==> src/rtl/ex_mem_stage.sv <==
// EX/MEM pipeline register with a 2-entry skid buffer and branch resolution.
// Optional perf counters (stall_cnt, taken_cnt) enabled by EX_MEM_PERF_EN.
module ex_mem_stage #(
  parameter int DATA_W = 32,
  parameter int REG_W  = 5
) (
  input  logic              clk,
  input  logic              reset,
  input  logic              in_valid,
  output logic              in_ready,
  input  logic [DATA_W-1:0] address,
  input  logic              zero,
  input  logic [DATA_W-1:0] resultOut,
  input  logic [DATA_W-1:0] pcout,
  input  logic              branch,
  input  logic [DATA_W-1:0] rt_data,
  input  logic              mem_read,
  input  logic              mem_write,
  input  logic              reg_write,
  input  logic              mem_to_reg,
  input  logic [REG_W-1:0]  write_reg,
  output logic              out_valid,
  input  logic              out_ready,
  output logic [DATA_W-1:0] m_result,
  output logic [DATA_W-1:0] m_store_data,
  output logic [DATA_W-1:0] m_pc,
  output logic              m_mem_read,
  output logic              m_mem_write,
  output logic              m_reg_write,
  output logic              m_mem_to_reg,
  output logic [REG_W-1:0]  m_write_reg,
  output logic              pc_src,
  output logic [DATA_W-1:0] branch_target,
  output logic              flush
`ifdef EX_MEM_PERF_EN
  ,
  output logic [31:0]       stall_cnt,
  output logic [31:0]       taken_cnt
`endif
);

  typedef struct packed {
    logic [DATA_W-1:0] res;
    logic [DATA_W-1:0] sd;
    logic [DATA_W-1:0] pc;
    logic              mr;
    logic              mw;
    logic              rw;
    logic              m2r;
    logic [REG_W-1:0]  wr;
  } beat_t;

  typedef enum logic [1:0] {
    EMPTY,
    ONE,
    FULL
  } state_t;

  state_t            state;
  state_t            state_n;
  beat_t             main_q;
  beat_t             skid_q;
  beat_t             beat_in;
  logic              ready_q;
  logic              pc_src_q;
  logic [DATA_W-1:0] target_q;
  logic              accept;
  logic              drain;
  logic              taken;
  logic              load_main;
  logic              load_skid;
  logic              skid_to_main;

  // Branches never write memory or registers in MEM.
  always_comb begin
    beat_in     = '0;
    beat_in.res = resultOut;
    beat_in.sd  = rt_data;
    beat_in.pc  = pcout;
    beat_in.mr  = mem_read & ~branch;
    beat_in.mw  = mem_write & ~branch;
    beat_in.rw  = reg_write & ~branch;
    beat_in.m2r = mem_to_reg;
    beat_in.wr  = write_reg;
  end

  assign out_valid = (state != EMPTY);
  assign accept    = in_valid & ready_q & ~pc_src_q;
  assign drain     = out_valid & out_ready;
  assign taken     = accept & branch & zero;

  always_comb begin
    state_n      = state;
    load_main    = 1'b0;
    load_skid    = 1'b0;
    skid_to_main = 1'b0;
    unique case (state)
      EMPTY: begin
        if (accept) begin
          state_n   = ONE;
          load_main = 1'b1;
        end
      end
      ONE: begin
        if (accept && !drain) begin
          state_n   = FULL;
          load_skid = 1'b1;
        end else if (accept && drain) begin
          load_main = 1'b1;
        end else if (drain) begin
          state_n = EMPTY;
        end
      end
      FULL: begin
        if (drain) begin
          state_n      = ONE;
          skid_to_main = 1'b1;
        end
      end
      default: state_n = EMPTY;
    endcase
  end

  always_ff @(posedge clk or posedge reset) begin
    if (reset) begin
      state    <= EMPTY;
      ready_q  <= 1'b0;
      main_q   <= '0;
      skid_q   <= '0;
      pc_src_q <= 1'b0;
      target_q <= '0;
    end else begin
      state    <= state_n;
      ready_q  <= (state_n != FULL);
      pc_src_q <= taken;
      target_q <= taken ? address : '0;
      if (load_main)
        main_q <= beat_in;
      else if (skid_to_main)
        main_q <= skid_q;
      if (load_skid)
        skid_q <= beat_in;
    end
  end

  assign in_ready      = ready_q;
  assign m_result      = main_q.res;
  assign m_store_data  = main_q.sd;
  assign m_pc          = main_q.pc;
  assign m_mem_read    = main_q.mr;
  assign m_mem_write   = main_q.mw;
  assign m_reg_write   = main_q.rw;
  assign m_mem_to_reg  = main_q.m2r;
  assign m_write_reg   = main_q.wr;
  assign pc_src        = pc_src_q;
  assign flush         = pc_src_q;
  assign branch_target = target_q;

`ifdef EX_MEM_PERF_EN
  always_ff @(posedge clk or posedge reset) begin
    if (reset) begin
      stall_cnt <= '0;
      taken_cnt <= '0;
    end else begin
      if (out_valid && !out_ready)
        stall_cnt <= stall_cnt + 32'd1;
      if (pc_src_q)
        taken_cnt <= taken_cnt + 32'd1;
    end
  end
`endif

endmodule

==> config.mk <==
export PLATFORM = sky130hd
export DESIGN_NAME = ex_mem_stage
export DESIGN_NICKNAME = d
export VERILOG_FILES = /design/src/rtl/ex_mem_stage.sv
export SDC_FILE = /design/constraint.sdc
export NUM_CORES = 1
export LEC_CHECK = 0
export BUFFER_PORTS_ARGS = -buffer_cell sky130_fd_sc_hd__buf_2
export CORE_ASPECT_RATIO = 0.75
export CORE_UTILIZATION = 40
export CTS_CLUSTER_DIAMETER = 50
export DETAILED_ROUTE_END_ITERATION = 16
export GPL_TIMING_DRIVEN = 0
export HOLD_SLACK_MARGIN = 0.15
export SLEW_MARGIN = 10
export SYNTH_ARGS = -nofsm -noshare
export SYNTH_HDL_FRONTEND = slang
export SYNTH_SLANG_ARGS = --single-unit
==> constraint.sdc <==
create_clock -name clk -period 18.6 [get_ports clk]
set_clock_uncertainty 0.15 [all_clocks]
set_input_delay 2.79 -clock clk [delete_from_list [all_inputs] [get_ports clk]]
set_output_delay 2.79 -clock clk [all_outputs]
set_load 0.03 [all_outputs]
==> results of run 1 <==
## per-layer routing
layer	global-route usage (%)	wire [um]
met5	0	17
met4	3.85	401
met3	6.80	2110
met2	25.6	9650
met1	23.0	10300
## through the flow
| step | utilization (%) | hold slack (ns) | cells |
|---|---|---|---|
| 6_report | 52.7 | 0.341 | 1333 |
| 5_1_grt | 52.6 | 0.356 | 1329 |
| 2_1_floorplan | - | 0.310 | 655 |
| 4_1_cts | 52.6 | 0.346 | 1329 |
| 3_3_place_gp | 48.5 | 0.329 | 1275 |
| 3_5_place_dp | 48.7 | 0.332 | 1277 |
## kinds of logic after synthesis
family,Yosys count,synth area share (%)
flops,246,59.5
compound gates,5,0.314
simple gates,45,2.86
mux,316,34.3
buf+inv,43,3.09
## placed cells by master (no fill, tap or decap), types with 3 or more instances in the layout
cell        instances
diode_2             4
buf_6              18
mux2_1             54
nand2b_1            3
clkbuf_16          29
inv_1               4
mux2i_1            10
clkinvlp_4          5
clkbuf_8            9
buf_2             298
mux2_2            252
dfrtp_1           246
nand2_1             3
clkbuf_1            5
and2_1             32
## worst min path at each step
stage                      startpoint     endpoint  cells after the start
after floorplan           skid_q[100]  skid_q[100]                      1
after global placement    skid_q[101]  skid_q[101]                      1
after detailed placement   skid_q[99]   skid_q[99]                      1
after CTS                  skid_q[99]   skid_q[99]                      1
after global routing       skid_q[24]   skid_q[24]                      1
final                     skid_q[101]  skid_q[101]                      1
## final cells by class
cell class              instances  area (um2)  share of cell area, %
inverters                       5        26.3                  0.198
plain buffers                  38         302                   2.28
multi-input cells             366        3870                   29.2
diodes                          4        10.0                 0.0755
clock inverters                12         134                   1.01
flip-flops and latches        246        6160                   46.5
clock buffers                  40         857                   6.47
repair buffers                284        1470                   11.1
well taps                     338         423                   3.19
## report_power, final
part           internal (uW)  total, uW  switching [uW]
Clock                    349        572             222
Sequential               772        879             107
Combinational            386        850             463
==> impl_metrics.tcl, run 1 <==
set metrics [dict create \
    outcome "completed" \
    synth_nets 798 \
    grt_pass1_wl_um 35700 \
    cts_root_buf "clkbuf_16" \
    drc 0 \
    rsz0062_at_grt "no" \
    largest_reg_flops 105 \
    peakVddDrop_uv 89.5 \
    core_area_mm2 0.0251 \
    setup_viol 0 \
    cts_buffer_depth 3 \
    path_clk_slew_ns 0.06 \
    synth_edf_count 0 \
    post_cts_resized 0 \
    grt_max_degree 105 \
    p_per_area_mw_per_mm2 174 \
    crit_required_ns 15.66 \
    die_y_um 141 \
    period_share_pct 23.9 \
    numCtsBuffers 29 \
    synth.most_common_cell "mux2_2" \
    path_class "flip-flop to primary output" \
    syn_area_per_cell_um2 15.8 \
    via_count 6253 \
    via_per_inst 4.69 \
    htree_levels 1 \
    drive_gt1_share_pct 63.3 \
    reg2reg_slack_ns 16.65 \
    regMostFlops "skid_q" \
    fillCellCount 2208 \
    cpMaxStageDelayCell "dfrtp_1" \
    postCtsSetupBuffers 0 \
    arrival_ns 1.50 \
    slew_violations 0 \
    area_growth_pct 28.0 \
    drtIter0Drc 170 \
    synth_commonest_cells "252 x mux2_2, 246 x dfrtp_1, 54 x mux2_1" \
    antenna_left 0 \
    critPathCaptureType "primary output" \
    grt_pass1_vias 6524 \
    groute.usage.overall_pct 17.0 \
    die_area_mm2 0.0265 \
    antenna_found_initial 6 \
    worstReg2RegEnd "skid_q[97]" \
    fin_nets 1113 \
    min_path_type "flip-flop to flip-flop" \
    yosys.cell_types.count 23 \
    first_pass_iters 4 \
    path_delay_family "flip-flops" \
    final_design_area_no_fill_mm2 0.0132 \
    path_depth 2 \
    placed_area_mm2 0.0122 \
    worstSetupStartpoint "state[1]" \
    overflow 0 \
    cp_cell_sequence "or2_2, buf_2" \
    clock_latency_ns 0.53 \
    static-leakage-power_uw 0.00638 \
    timing.slew.headroom_pct 63.8 \
    final.setup.tns_ns 0 \
    wl_per_cell_um 16.9 \
    worst_path_largest_cell_delay_ns 0.46 \
    r2r_start "state[1]" \
    crit_fanout 6 \
    gp_congestion 0.708 \
    postCtsHoldBufs 0 \
    worstMarginPinSlew_ns 0.544 \
    cp-endpoint "out_valid" \
    dp_hpwl_um 15900 \
    dominantRegCellSynth "dfrtp_1" \
    synthCells 655 \
    ios 284 \
    max_cap_viol_count 0 \
    cts_sinks 246 \
    start_util_pct 41.2 \
    fp.dieW_um 188 \
    ys.warnings.count 0 \
    cts_tree "yes" \
    yosys.area.top_type "dfrtp_1" \
    r2r_cells 5 \
    seq_area_frac_synth_pct 59.5 \
    portBuffers 282 \
    yosys-top-cells-area "dfrtp_1 59%, mux2_2 27%, mux2_1 5.9%" \
    start_kind "flip-flop" \
    power_uw 2300 \
    syn_area_mm2 0.0104 \
    ys_ff_latch 246 \
    rows 50 \
    finalWirelength_um 22500 \
    fin_crit_ns 4.44 \
    hold_viol 0 \
    layout_setup_ws_ns 14.16 \
    yosys.area.top_type_share_pct 59.5 \
    place_ws_ns 14.19 \
    max_freq_ghz 0.225 \
    timing.critical_path.buf_inv 1 \
    synth-async-reset-ratio_pct 100 \
]
(Power assumes the default switching activity.)
==> run 2, diff against run 1 <==
ABC_AREA = 1   (was default)
clock period = 4.3 ns   (was 18.6 ns; I/O delays follow)
==> run 2 against run 1 <==
Net effect: power rose to 4.5 times the previous value; flip-flop and latch count did not move; largest cell class unchanged; critical path type unchanged; synthesized cell count rose by 78%; sequential share of layout area fell by 1.0 points; first-iteration DRC count rose to 3.6 times the previous value; combinational power rose to 4.7 times the previous value; register-to-register slack got worse by 14 ns; area after synthesis fell by 0.42%; count of clock-buffer cells in the layout fell by 2; core utilization rose by 1.2 points.
==> impl_metrics.tcl, run 2 <==
set metrics [dict create \
    outcome "completed" \
    htree_levels 1 \
    synth_nets 1312 \
    cts_tree "yes" \
    worstMarginPinSlew_ns 0.595 \
    seq_area_frac_synth_pct 59.7 \
    area_growth_pct 31.4 \
    synth_commonest_cells "425 x nand2_1, 246 x dfrtp_1, 210 x nand3_1" \
    synth.most_common_cell "nand2_1" \
    max_cap_viol_count 0 \
    regMostFlops "skid_q" \
    start_util_pct 41.0 \
    portBuffers 283 \
    crit_fanout 4 \
    finalWirelength_um 31300 \
    reg2reg_slack_ns 2.39 \
    rsz0062_at_grt "no" \
    crit_required_ns 3.50 \
    layout_commonest_cell "nand2_1" \
    placed_area_mm2 0.0123 \
    antenna_left 0 \
    core_area_mm2 0.0251 \
    fin_cells 1875 \
    dominantRegCellSynth "dfrtp_1" \
    syn_area_per_cell_um2 8.82 \
    wl_per_cell_um 16.7 \
    fin_nets 1656 \
    yosys.area.top_type_share_pct 59.7 \
    overflow 0 \
    cts_buffer_depth 3 \
    place_ws_ns 2.09 \
    grt_pass1_wl_um 50400 \
    drive_gt1_share_pct 26.9 \
    grt_max_degree 38 \
    drtIter0Drc 612 \
    arrival_ns 1.37 \
    ios 284 \
    slew_violations 0 \
    syn_area_mm2 0.0103 \
    dp_cells 1797 \
    die_area_mm2 0.0264 \
    p_per_area_mw_per_mm2 757 \
    largest_reg_flops 105 \
    numCtsBuffers 29 \
    ys_ff_latch 246 \
    static-leakage-power_uw 0.00739 \
    final_design_area_no_fill_mm2 0.0135 \
    critPathCaptureType "primary output" \
    yosys-top-cells-area "dfrtp_1 60%, nand2_1 15%, nand3_1 10%" \
    period_share_pct 50.3 \
    setup_viol 0 \
    yosys.cell_types.count 17 \
    via_count 9442 \
    yosys.area.top_type "dfrtp_1" \
    synth-async-reset-ratio_pct 100 \
    cts_root_buf "clkbuf_16" \
    hold_viol 0 \
    start_kind "flip-flop" \
    antenna_found_initial 3 \
    holdWs_ns 0.170 \
    cts_sinks 246 \
    path_clk_slew_ns 0.06 \
    clock_latency_ns 0.54 \
    max_freq_ghz 0.462 \
    synthCells 1169 \
    peakVddDrop_uv 315 \
    final_cell_mix "425 x nand2_1, 338 x buf_2, 246 x dfrtp_1" \
    gp_congestion 0.785 \
    rows 50 \
    die_y_um 141 \
    ys.warnings.count 0 \
    fp.dieW_um 187 \
    grt_pass1_vias 9188 \
    min_path_type "input port to flip-flop" \
    dp_hpwl_um 21700 \
    synth_edf_count 0 \
    first_pass_iters 5 \
    fin_crit_ns 2.16 \
    drc 0 \
    layout_setup_ws_ns 2.14 \
    groute.usage.overall_pct 23.9 \
    timing.slew.headroom_pct 60.3 \
    path_class "flip-flop to primary output" \
    power_uw 10300 \
    via_per_inst 5.04 \
]
==> run 2: power by group <==
group	internal, uW	leakage [uW]	switching [uW]
Clock	1570	0.000492	1000
Combinational	1140	0.00374	2850
Sequential	3210	0.00315	473
Total	5930	0.00739	4330
==> run 2: stage by stage <==
stage	TNS [ns]	util, %
2_1_floorplan	0	-
3_3_place_gp	-337.84	48.3
3_5_place_dp	0	48.9
4_1_cts	0	53.8
5_1_grt	0	53.8
6_report	0	53.8
==> run 2: repair_timing <==
action | CTS | global route
gates resized for setup | 0 | 0
endpoints found under the setup margin | 0 | 0
buffers inserted | 0 | 0
hold endpoints to repair | 39 | 0
hold buffers | 23 | 0
==> run 2: kinds of logic (layout without fill, tap and decap cells) <==
group	count (synthesis)	after routing	synth area share, %
DFF	246	246	59.7
other	0	2	0
buffers and inverters	136	502	5.95
and+or+nand+nor	787	787	34.3
==> run 2: worst max-delay path, stage by stage (launching register included) <==
cell and delay [ns]:
dfrtp_1 0.42, inv_2 0.15, nand2_4 0.07, buf_2 0.19
==> run 2: path summary, 6_finish.rpt <==
| kind | start | endpoint | cells past startpoint |
|---|---|---|---|
| max in group asynchronous | reset | m_store_data[5] | 6 |
| setup reg to reg | flush | m_pc[25] | 7 |
| hold / removal | address[8] | branch_target[8] | 3 |
| setup / recovery | state[1] | out_valid | 3 |
| min in group asynchronous | reset | branch_target[19] | 3 |
| hold reg to reg | skid_q[6] | skid_q[6] | 2 |
==> run 2: per-layer routing <==
| layer | up-vias | GRT usage (%) | share of wire (%) |
|---|---|---|---|
| li1 | 4556 | - | - |
| met1 | 4529 | 34.3 | 46 |
| met2 | 305 | 37.0 | 45 |
| met3 | 50 | 5.13 | 6.9 |
| met4 | 2 | 5.65 | 1.9 |
| met5 | - | 0 | 0.038 |
==> run 2: final cells by class <==
class                   count  area, um2
clock inverters            15        199
well taps                 338        423
clock buffers              38        810
repair buffers            313       1790
plain buffers              94        455
fillers                  2417      11600
flip-flops and latches    246       6160
multi-input cells         787       3540
diodes                      2       5.00
inverters                  42        161
